===== config.mk =====
export PLATFORM = sky130hd
export DESIGN_NAME = dbus_timer
export DESIGN_NICKNAME = d
export VERILOG_FILES = /design/src/rtl/dbus_timer.sv
export SDC_FILE = /design/constraint.sdc
export NUM_CORES = 1
export LEC_CHECK = 0
export CORE_MARGIN = 1.5
export CORE_UTILIZATION = 58
export CTS_CLUSTER_DIAMETER = 100
export DETAILED_ROUTE_END_ITERATION = 7
export DONT_BUFFER_PORTS = 1
export PLACE_DENSITY = 0.7
export SETUP_SLACK_MARGIN = 0.02
export SLEW_MARGIN = 20
export SYNTH_ARGS = -nofsm -noshare
export SYNTH_HDL_FRONTEND = slang
export SYNTH_SLANG_ARGS = --single-unit
export TNS_END_PERCENT = 1

===== constraint.sdc =====
create_clock -name clk -period 3.8 [get_ports clk]
set_clock_uncertainty 0.1 [all_clocks]
set_input_delay 0.76 -clock clk [delete_from_list [all_inputs] [get_ports clk]]
set_output_delay 0.76 -clock clk [all_outputs]
set_load 0.02 [all_outputs]

===== src/rtl/dbus_timer.sv =====
`default_nettype none
// ============================================================================
// Module      : dbus_timer
// Description : Data-bus responder interval timer with prescaler, compare
//               match, auto-reload and a registered level interrupt.
// Revision    : 1.0 - initial release
// ============================================================================
module dbus_timer #(
    parameter logic [31:0] BASE_ADDR = 32'h1FD0_0100,
    parameter int unsigned PRESCALE  = 1
) (
    input  logic        clk,
    input  logic        rst,
    input  logic [31:0] dbus_address,
    input  logic [3:0]  dbus_byteenable,
    input  logic        dbus_read,
    input  logic        dbus_write,
    input  logic [31:0] dbus_wrdata,
    output logic [31:0] dbus_rddata,
    output logic        hit,
    output logic        timer_irq
);

    localparam logic [1:0]  c_REG_CTRL    = 2'd0;
    localparam logic [1:0]  c_REG_COUNT   = 2'd1;
    localparam logic [1:0]  c_REG_COMPARE = 2'd2;
    localparam logic [1:0]  c_REG_STATUS  = 2'd3;
    localparam logic [15:0] c_PS_LAST     = 16'(PRESCALE - 1);

    logic [2:0]  ctrl_q,    ctrl_d;
    logic [31:0] count_q,   count_d;
    logic [31:0] compare_q, compare_d;
    logic        pend_q,    pend_d;
    logic [15:0] ps_q,      ps_d;
    logic        irq_q,     irq_d;

    logic [1:0]  w_sel;
    logic        w_wr;
    logic        w_cnt_wr;
    logic        w_tick;
    logic        w_match;
    logic        w_unused_addr;

    function automatic logic [31:0] merge_lanes(input logic [31:0] old_v,
                                                input logic [31:0] new_v,
                                                input logic [3:0]  be);
        logic [31:0] r;
        r = old_v;
        for (int b = 0; b < 4; b++) begin
            if (be[b]) r[8*b +: 8] = new_v[8*b +: 8];
        end
        return r;
    endfunction

    assign hit           = (dbus_address[31:4] == BASE_ADDR[31:4]);
    assign w_sel         = dbus_address[3:2];
    assign w_wr          = dbus_write & hit;
    assign w_cnt_wr      = w_wr && (w_sel == c_REG_COUNT);
    assign w_tick        = ctrl_q[0] && (ps_q == c_PS_LAST);
    assign w_match       = w_tick && (count_q == compare_q);
    assign w_unused_addr = ^dbus_address[1:0];
    assign timer_irq     = irq_q;

    always_comb begin
        ctrl_d    = ctrl_q;
        count_d   = count_q;
        compare_d = compare_q;
        pend_d    = pend_q;
        ps_d      = ps_q;

        if (w_tick) begin
            count_d = (w_match && ctrl_q[1]) ? 32'h0 : count_q + 32'd1;
        end

        // Bus writes are applied after the tick so a COUNT write wins.
        if (w_wr) begin
            case (w_sel)
                c_REG_CTRL:    if (dbus_byteenable[0]) ctrl_d = dbus_wrdata[2:0];
                c_REG_COUNT:   count_d   = merge_lanes(count_q, dbus_wrdata, dbus_byteenable);
                c_REG_COMPARE: compare_d = merge_lanes(compare_q, dbus_wrdata, dbus_byteenable);
                default:       if (dbus_byteenable[0] && dbus_wrdata[0]) pend_d = 1'b0;
            endcase
        end

        if (w_match) pend_d = 1'b1;

        // Gating on both old and new EN keeps the prescaler at 0 whenever idle.
        if (!ctrl_q[0] || !ctrl_d[0] || w_cnt_wr || w_tick) begin
            ps_d = 16'd0;
        end else begin
            ps_d = ps_q + 16'd1;
        end

        irq_d = pend_d & ctrl_d[2];
    end

    always_ff @(posedge clk or posedge rst) begin
        if (rst) begin
            ctrl_q    <= 3'd0;
            count_q   <= 32'h0;
            compare_q <= 32'hFFFF_FFFF;
            pend_q    <= 1'b0;
            ps_q      <= 16'd0;
            irq_q     <= 1'b0;
        end else begin
            ctrl_q    <= ctrl_d;
            count_q   <= count_d;
            compare_q <= compare_d;
            pend_q    <= pend_d;
            ps_q      <= ps_d;
            irq_q     <= irq_d;
        end
    end

    always_comb begin
        dbus_rddata = 32'h0;
        if (dbus_read && hit) begin
            case (w_sel)
                c_REG_CTRL:    dbus_rddata = {29'd0, ctrl_q};
                c_REG_COUNT:   dbus_rddata = count_q;
                c_REG_COMPARE: dbus_rddata = compare_q;
                c_REG_STATUS:  dbus_rddata = {31'd0, pend_q};
                default:       dbus_rddata = 32'h0;
            endcase
        end
    end

endmodule
`default_nettype wire


# --- After elaboration in Yosys (flattened, before gate mapping) ---
# Cells that the tools add are included.
word_totals:
  ff_bits: 85
  in_bits: 72
  output_inout_bits: 34
  wordCells: 63
classes:
  add_sub_neg: 2
  eq_ne: 9
  n_mux: 18
  bitwise_logic: 2
  n_reduce_logical: 19
ops:
  columns: ["cell", "n"]
  rows:
  - ["32-bit two-way mux", 5]
  - ["32-bit case mux with 4 select lines", 1]
  - ["32-bit by 1-bit adder with 32-bit output (second input constant)", 1]
  - ["32-bit equality test", 1]
  - ["8-bit two-way mux", 4]
  - ["28-bit by 25-bit equality test with 1-bit output (second input constant)", 1]
  - ["16-bit by 1-bit adder with 16-bit output (second input constant)", 1]
  - ["16-bit logical NOT", 1]
  - ["16-bit two-way mux", 1]
  - ["3-bit AND reduction", 5]
  - ["3-bit != test (second input constant)", 4]
  - ["3-bit two-way mux", 3]
  - ["1-bit logical AND", 6]
  - ["2-bit equality test (second input constant)", 2]
  - ["1-bit two-way mux", 4]
  - ["1-bit logical OR", 3]
  - ["3-bit OR reduction", 1]
  - ["1-bit AND", 2]
  - ["2-bit by 1-bit equality test with 1-bit output (second input constant)", 1]
  - ["1-bit logical NOT", 2]
  - ["2-bit logical NOT", 1]

# --- Logic depth before layout (Yosys ltp) ---
# Gate-level depths: netlist of run 1.
depth:
  ltp_word: 8
  ltp_mapped: 10
  mapped_depth_nobuf: 8

# --- Worst setup path before layout of run 1 ---
# No wires, ideal clock.
synth_path:
  kind: "input -> output"
  startpoint: "input port dbus_address[5]"
  endpoint: "output port dbus_rddata[10]"
  arrival_ns: 2.425
  required_time_ns: 2.940
  path_slack_ns: 0.515
  stages: 6
  path_buffers: 1
  path_cell_list: "nor4b_1 nand4_1 nor2_1 nand2_1 clkbuf_1 nor2_1"
synth_via:
  elab_chain_cells: 3
synth_lines:
  columns: ["item", "line", "rtl"]
  rows:
  - ["from (decl)", "14", "input logic [31:0] dbus_address,"]
  - ["28-bit by 25-bit equality test with 1-bit output", "55", "assign hit = (dbus_address[31:4] == BASE_ADDR[31:4]);"]
  - ["net hit", "20", "output logic hit,"]
  - ["1-bit logical AND", "117", "if (dbus_read && hit) begin"]
  - ["32-bit two-way mux", "117", null]
  - ["to (decl)", "19", "output logic [31:0] dbus_rddata,"]
# The timed path passes the listed nets, and every way through them passes these cells.

# --- Worst setup path after layout of run 1 ---
layout_path:
  startpoint: "input port dbus_address[7]"
  endpoint: "output port dbus_rddata[1]"
layout_via:
  elab_chain_cells: 3
layout_lines:
  columns: ["item", "line"]
  rows:
  - ["28-bit by 25-bit equality test with 1-bit output", "55"]
  - ["1-bit logical AND", "117"]
  - ["32-bit two-way mux", "117"]
# No other way between the ends.

==> impl_metrics.ini, run 1 <==
[outcome]
status = completed

[yosys]
synth_area_sq_mm = 0.005664
ys_warn_count = 0
syn_area_per_cell_sq_um = 9.121
syn_inst = 621
ys.flop_type = dfrtp_1
yosysSeqAreaShare_pct = 38.26
synth_cell_types = 59
synth-async-reset-ratio_pct = 100.0
synth_fp_nets = 696
synth_seq_cells = 85
synth_enable_flop_cells = 0

[layout]
drive_gt1_share_pct = 23.04
utilization_pct = 65.99
area_growth_pct = 9.189
fin_nets = 708
diodes = 0
final_common_cell = nor2_1
final_cell_mix = nor2_1 (66), dfrtp_1 (53), buf_4 (41)
fill_cells = 818

[floorplan]
core_sq_mm = 0.009371
ios = 106
rows = 35
dieArea_sq_mm = 0.01037
initial_core_util_pct = 60.44
die_y_microns = 101.8
die_w_microns = 101.8

[global_route]
overflow = 0
grt_first_pass_wirelength_microns = 24680
track_usage_pct = 30.54
grt_max_degree = 39
antenna_found_initial = 0
first_global_vias = 4937

[routing]
drc_errors = 0
wl_microns = 15490
vias = 5009
drtPass1Iterations = 5
drtIter0Drc = 388
vias_per_cell = 6.531
wl_per_cell_microns = 20.19
postRouteAntennaNets = 0

[timing]
fmax_mhz = 297.6
finalWorstSetupSlack_ps = 439.6
tightest_slew_ps = 822.4
finalCriticalPeriod_ps = 3360
timing.final.max_slew_violations = 0
finalSetupViolations = 0
rsz0062_at_grt = false
fin_tns_setup_ps = 0
relSlewSlack_pct = 44.99
hold_violations = 0
post-route-period-util_pct = 88.43

[min_path]
min_path_type = in -> async

[clock_tree]
postCtsSetupRepairBufs = 0
clk_pin_slew_worst_paths_ps = 90
clock_path_buffers = 2
ctsResizeCount = 0
htree_levels = 3
cts_sinks = 85
cts_tree = yes
cts-root-buf = clkbuf_8
cts_buffers = 9
clock_latency_ps = 360
hold_buffers = 0

[setup_path]
arrival_ps = 2500
r2r_end = count_q[24]
crit_path_end_kind = output pin
crit_required_ps = 2940
criticalPathCategory = in -> out
critPathMaxFanout = 20
regToRegSetupSlack_ps = 740
critPathCapture = dbus_rddata[1]
start_kind = input port
startpoint = dbus_address[7]
worstRegToRegCells = 9
reg2reg_from = ps_q[0]

[pwr]
ir_drop_mv = 0.1606
power_leakage_nw = 2.367
power.density_mw_per_mm2 = 257.4
power_w = 0.001592

[placement]
io_buffers = 0
post-place-ws_ps = 436.0
gp_congestion = 0.9766
place_hpwl_microns = 11440

[job]
cap_violations = 0
how the worst min path moves through the flow:
stage                end  slack (ps)
2_1_floorplan     pend_q         380
3_3_place_gp   ctrl_q[2]         410
3_5_place_dp   ctrl_q[2]         400
4_1_cts         ps_q[15]         270
5_1_grt         ps_q[15]         280
6_report        ps_q[15]         240
logic make-up after synthesis:
group,synth area share (%)
AOI/OAI and AO/OA,13.85
xor gates and xnor gates,7.577
adders and majority gates,0.6628
buffers and inverters,5.434
DFF,38.26
muxes,8.482
and+or+nand+nor,25.73
worst max-delay path: stages:
cell	delay, ps
nor4b_1	300
nand4_1	260
nor2_1	200
nand2_1	320
buf_4	340
nor2_1	160
buf_4	160
power breakdown:
group	switching [W]	leakage, nW	internal, W
clock network	0.000342	0.0990	0.000294
registers	0.0000000000300	1.06	0.000906
logic	0.0000362	1.21	0.0000141
total	0.000378	2.37	0.00121
stage by stage:
| step | instances | area [sq um] | hold slack (ps) |
|---|---|---|---|
| after global routing | 767 | 6185 | 284.5 |
| after floorplan | 621 | 5664 | 376.3 |
| after CTS | 767 | 6185 | 266.6 |
| after detailed placement | 751 | 5989 | 404.5 |
| after global placement | 751 | 5989 | 411.9 |
| final | 767 | 6185 | 244.8 |
metal layers:
layer  track usage (%)  up-vias  share of wire (%)
met4             10.54        0                2.0
met1             41.28     2424                 43
met3             5.062       32                8.3
met5                 0        -                  0
met2             50.21      247                 47
li1                  -     2306                  -
layout make-up:
class | count | area [sq um] | area share [%]
multi-input combinational | 465 | 3219 | 52.05
sequential | 85 | 2167 | 35.04
timing repair buffer | 42 | 327.8 | 5.300
clock buffer | 12 | 165.2 | 2.670
tap | 129 | 161.4 | 2.610
inverter | 30 | 113.9 | 1.841
clock inverter | 4 | 30.03 | 0.4855
cells in the mapped netlist, types with 5 or more instances:
cell	instances	area share [%]
dfstp_2	32	15
nor4b_1	5	0.77
mux2i_1	6	1.1
mux2_2	29	5.8
nand3_1	27	2.4
nand4_1	35	3.9
a32oi_1	13	2.0
nor2_1	66	4.4
mux2_1	5	0.99
o21ai_1	20	1.8
buf_2	11	0.97
o21ai_0	6	0.53
and3_1	9	0.99
nor4_1	14	1.5
xor2_1	11	1.7
and2_1	7	0.77
nor3_1	24	2.1
clkbuf_1	23	1.5
xnor2_1	38	5.9
dfrtp_1	53	23
a22oi_1	40	5.3
and4_1	7	1.1
nor2b_1	5	0.55
a21oi_1	27	2.4
inv_1	30	2.0
nand2_1	24	1.6
sequential cells by signal, summed over array words and instances, names as in the netlist:
register   flops
ps_q          16
pend_q         1
count_q       32
compare_q     32
ctrl_q         3
timer_irq      1
Power figures use the tool's default switching activity.
==> run 2, diff against run 1 <==
Settings changed: CTS_CLUSTER_SIZE from default to 25, SKIP_LAST_GASP from default to 1.
==> results of run 2 <==
Final layout, timing and power as in run 1 (identical DEF).
==> run 3, diff against run 2 <==
Settings changed: PLACE_DENSITY 0.7 to 0.74.
==> impl_metrics.ini, run 3 (same netlist as run 1, synthesis figures left out) <==
[outcome]
status = completed

[timing]
tightest_slew_ps = 849.4
finalCriticalPeriod_ps = 3118
post-route-period-util_pct = 82.05
fin_tns_setup_ps = 0
hold_violations = 0
fmax_mhz = 320.7
relSlewSlack_pct = 43.31
finalSetupViolations = 0
timing.final.max_slew_violations = 0
rsz0062_at_grt = false

[layout]
ff_latch_area_sq_mm = 0.002167
design_area_sq_mm = 0.006181
area_growth_pct = 9.123
final_common_cell = nor2_1
reg_top3 = compare_q: 32 flops, count_q: 32 flops, ps_q: 16 flops
multi_input_area_sq_mm = 0.003219
utilization_pct = 65.95
layout.cells.non_filler = 766
fin_nets = 707
drive_gt1_share_pct = 22.92
fill_cells = 815
diodes = 0
final_cell_mix = nor2_1 (66), dfrtp_1 (53), a22oi_1 (40), buf_4 (40), xnor2_1 (38)

[global_route]
track_usage_pct = 30.28
grt_max_degree = 49
overflow = 0
first_global_vias = 4851
antenna_found_initial = 0
grt_first_pass_wirelength_microns = 24390

[clock_tree]
ctsResizeCount = 0
htree_levels = 3
postCtsSetupRepairBufs = 0
clock_path_buffers = 2
cts_tree = yes
clk_pin_slew_worst_paths_ps = 90
clock_latency_ps = 360
cts-root-buf = clkbuf_8
cts_sinks = 85
cts_buffers = 9
hold_buffers = 0

[floorplan]
dieArea_sq_mm = 0.01037
die_y_microns = 101.8
die_w_microns = 101.8
core_sq_mm = 0.009371
ios = 106
initial_core_util_pct = 60.44
rows = 35

[setup_path]
reg2reg_from = ps_q[0]
path_delay_family = simple AND/OR/NAND/NOR gates
start_kind = input port
criticalPathCategory = in -> out
r2r_end = count_q[9]
crit_required_ps = 2940
slowest_stage = nor4b_1
regToRegSetupSlack_ps = 710
critPathMaxFanout = 31
worst-path-buf-inv = 2
worstRegToRegCells = 9
max_stage_delay_ps = 310
crit_path_cell_trace = nor4b_1 > nand4_1 > nor2_1 > nand2_1 > buf_4 > nor2_1 > buf_4
arrival_ps = 2260
crit_path_end_kind = output pin

[pwr]
power_leakage_nw = 2.367
ir_drop_mv = 0.1921
power.density_mw_per_mm2 = 261.4

[routing]
drtIter0Drc = 285
drtPass1Iterations = 7
wl_per_cell_microns = 20.13
vias_per_cell = 6.606
vias = 5060
wl_microns = 15420
postRouteAntennaNets = 0
drc_errors = 0

[placement]
gp_congestion = 0.9112
place_hpwl_microns = 11410
dp.cells = 750
place_area_sq_mm = 0.005982
io_buffers = 0

[job]
cap_violations = 0

[min_path]
min_path_type = in -> async
-- run 3: changes by cell type in the layout (fill, tap and decap cells not counted) --
cell	delta
clkinv_4	+2
bufinv_16	+1
clkinv_2	+1
clkbuf_8	-3
clkinvlp_4	-1
buf_4	-1
-- run 3: through the flow --
step,total power [W],hold slack [ps],setup slack (ps)
global route,0.001671,372.6,485.0
detailed placement,0.0009731,408.8,711.6
finish,0.001616,315.7,681.9
CTS,0.001627,335.3,704.0
floorplan,0.0009598,376.3,515.2
global placement,0.0009719,411.5,807.4
-- run 3: report_power, final --
part	leakage, nW	switching, W	internal (W)
combinational	1.20	0.0000360	0.0000148
clock	0.104	0.000352	0.000307
sequential	1.06	0.0000000000294	0.000906
-- run 3: cell type report --
class,instances,share of cell area [%]
multi-input cells,465,52.09
inverters,30,1.842
repair buffers,41,5.182
well taps,129,2.611
clock buffers,9,2.004
clock inverters,7,1.215
flip-flops and latches,85,35.06
-- run 3: per-layer routing --
layer / wire length, microns / vias up / global-route usage, %
li1: - / 2313 / -
met1: 6204 / 2509 / 39.37
met2: 7648 / 209 / 51.08
met3: 1250 / 29 / 5.951
met4: 313 / 0 / 10.01
met5: 0 / - / 0
-- run 3: worst max path at each step --
| stage | startpoint | endpoint | slack [ps] | depth (start not counted) |
|---|---|---|---|---|
| detailed placement | dbus_address[5] | dbus_rddata[25] | 710 | 7 |
| global placement | dbus_address[5] | count_q[21] | 810 | 7 |
| floorplan | dbus_address[5] | dbus_rddata[10] | 520 | 6 |
| CTS | dbus_address[5] | dbus_rddata[25] | 700 | 7 |
| global route | ps_q[0] | count_q[13] | 490 | 9 |
| finish | dbus_address[5] | dbus_rddata[25] | 680 | 7 |
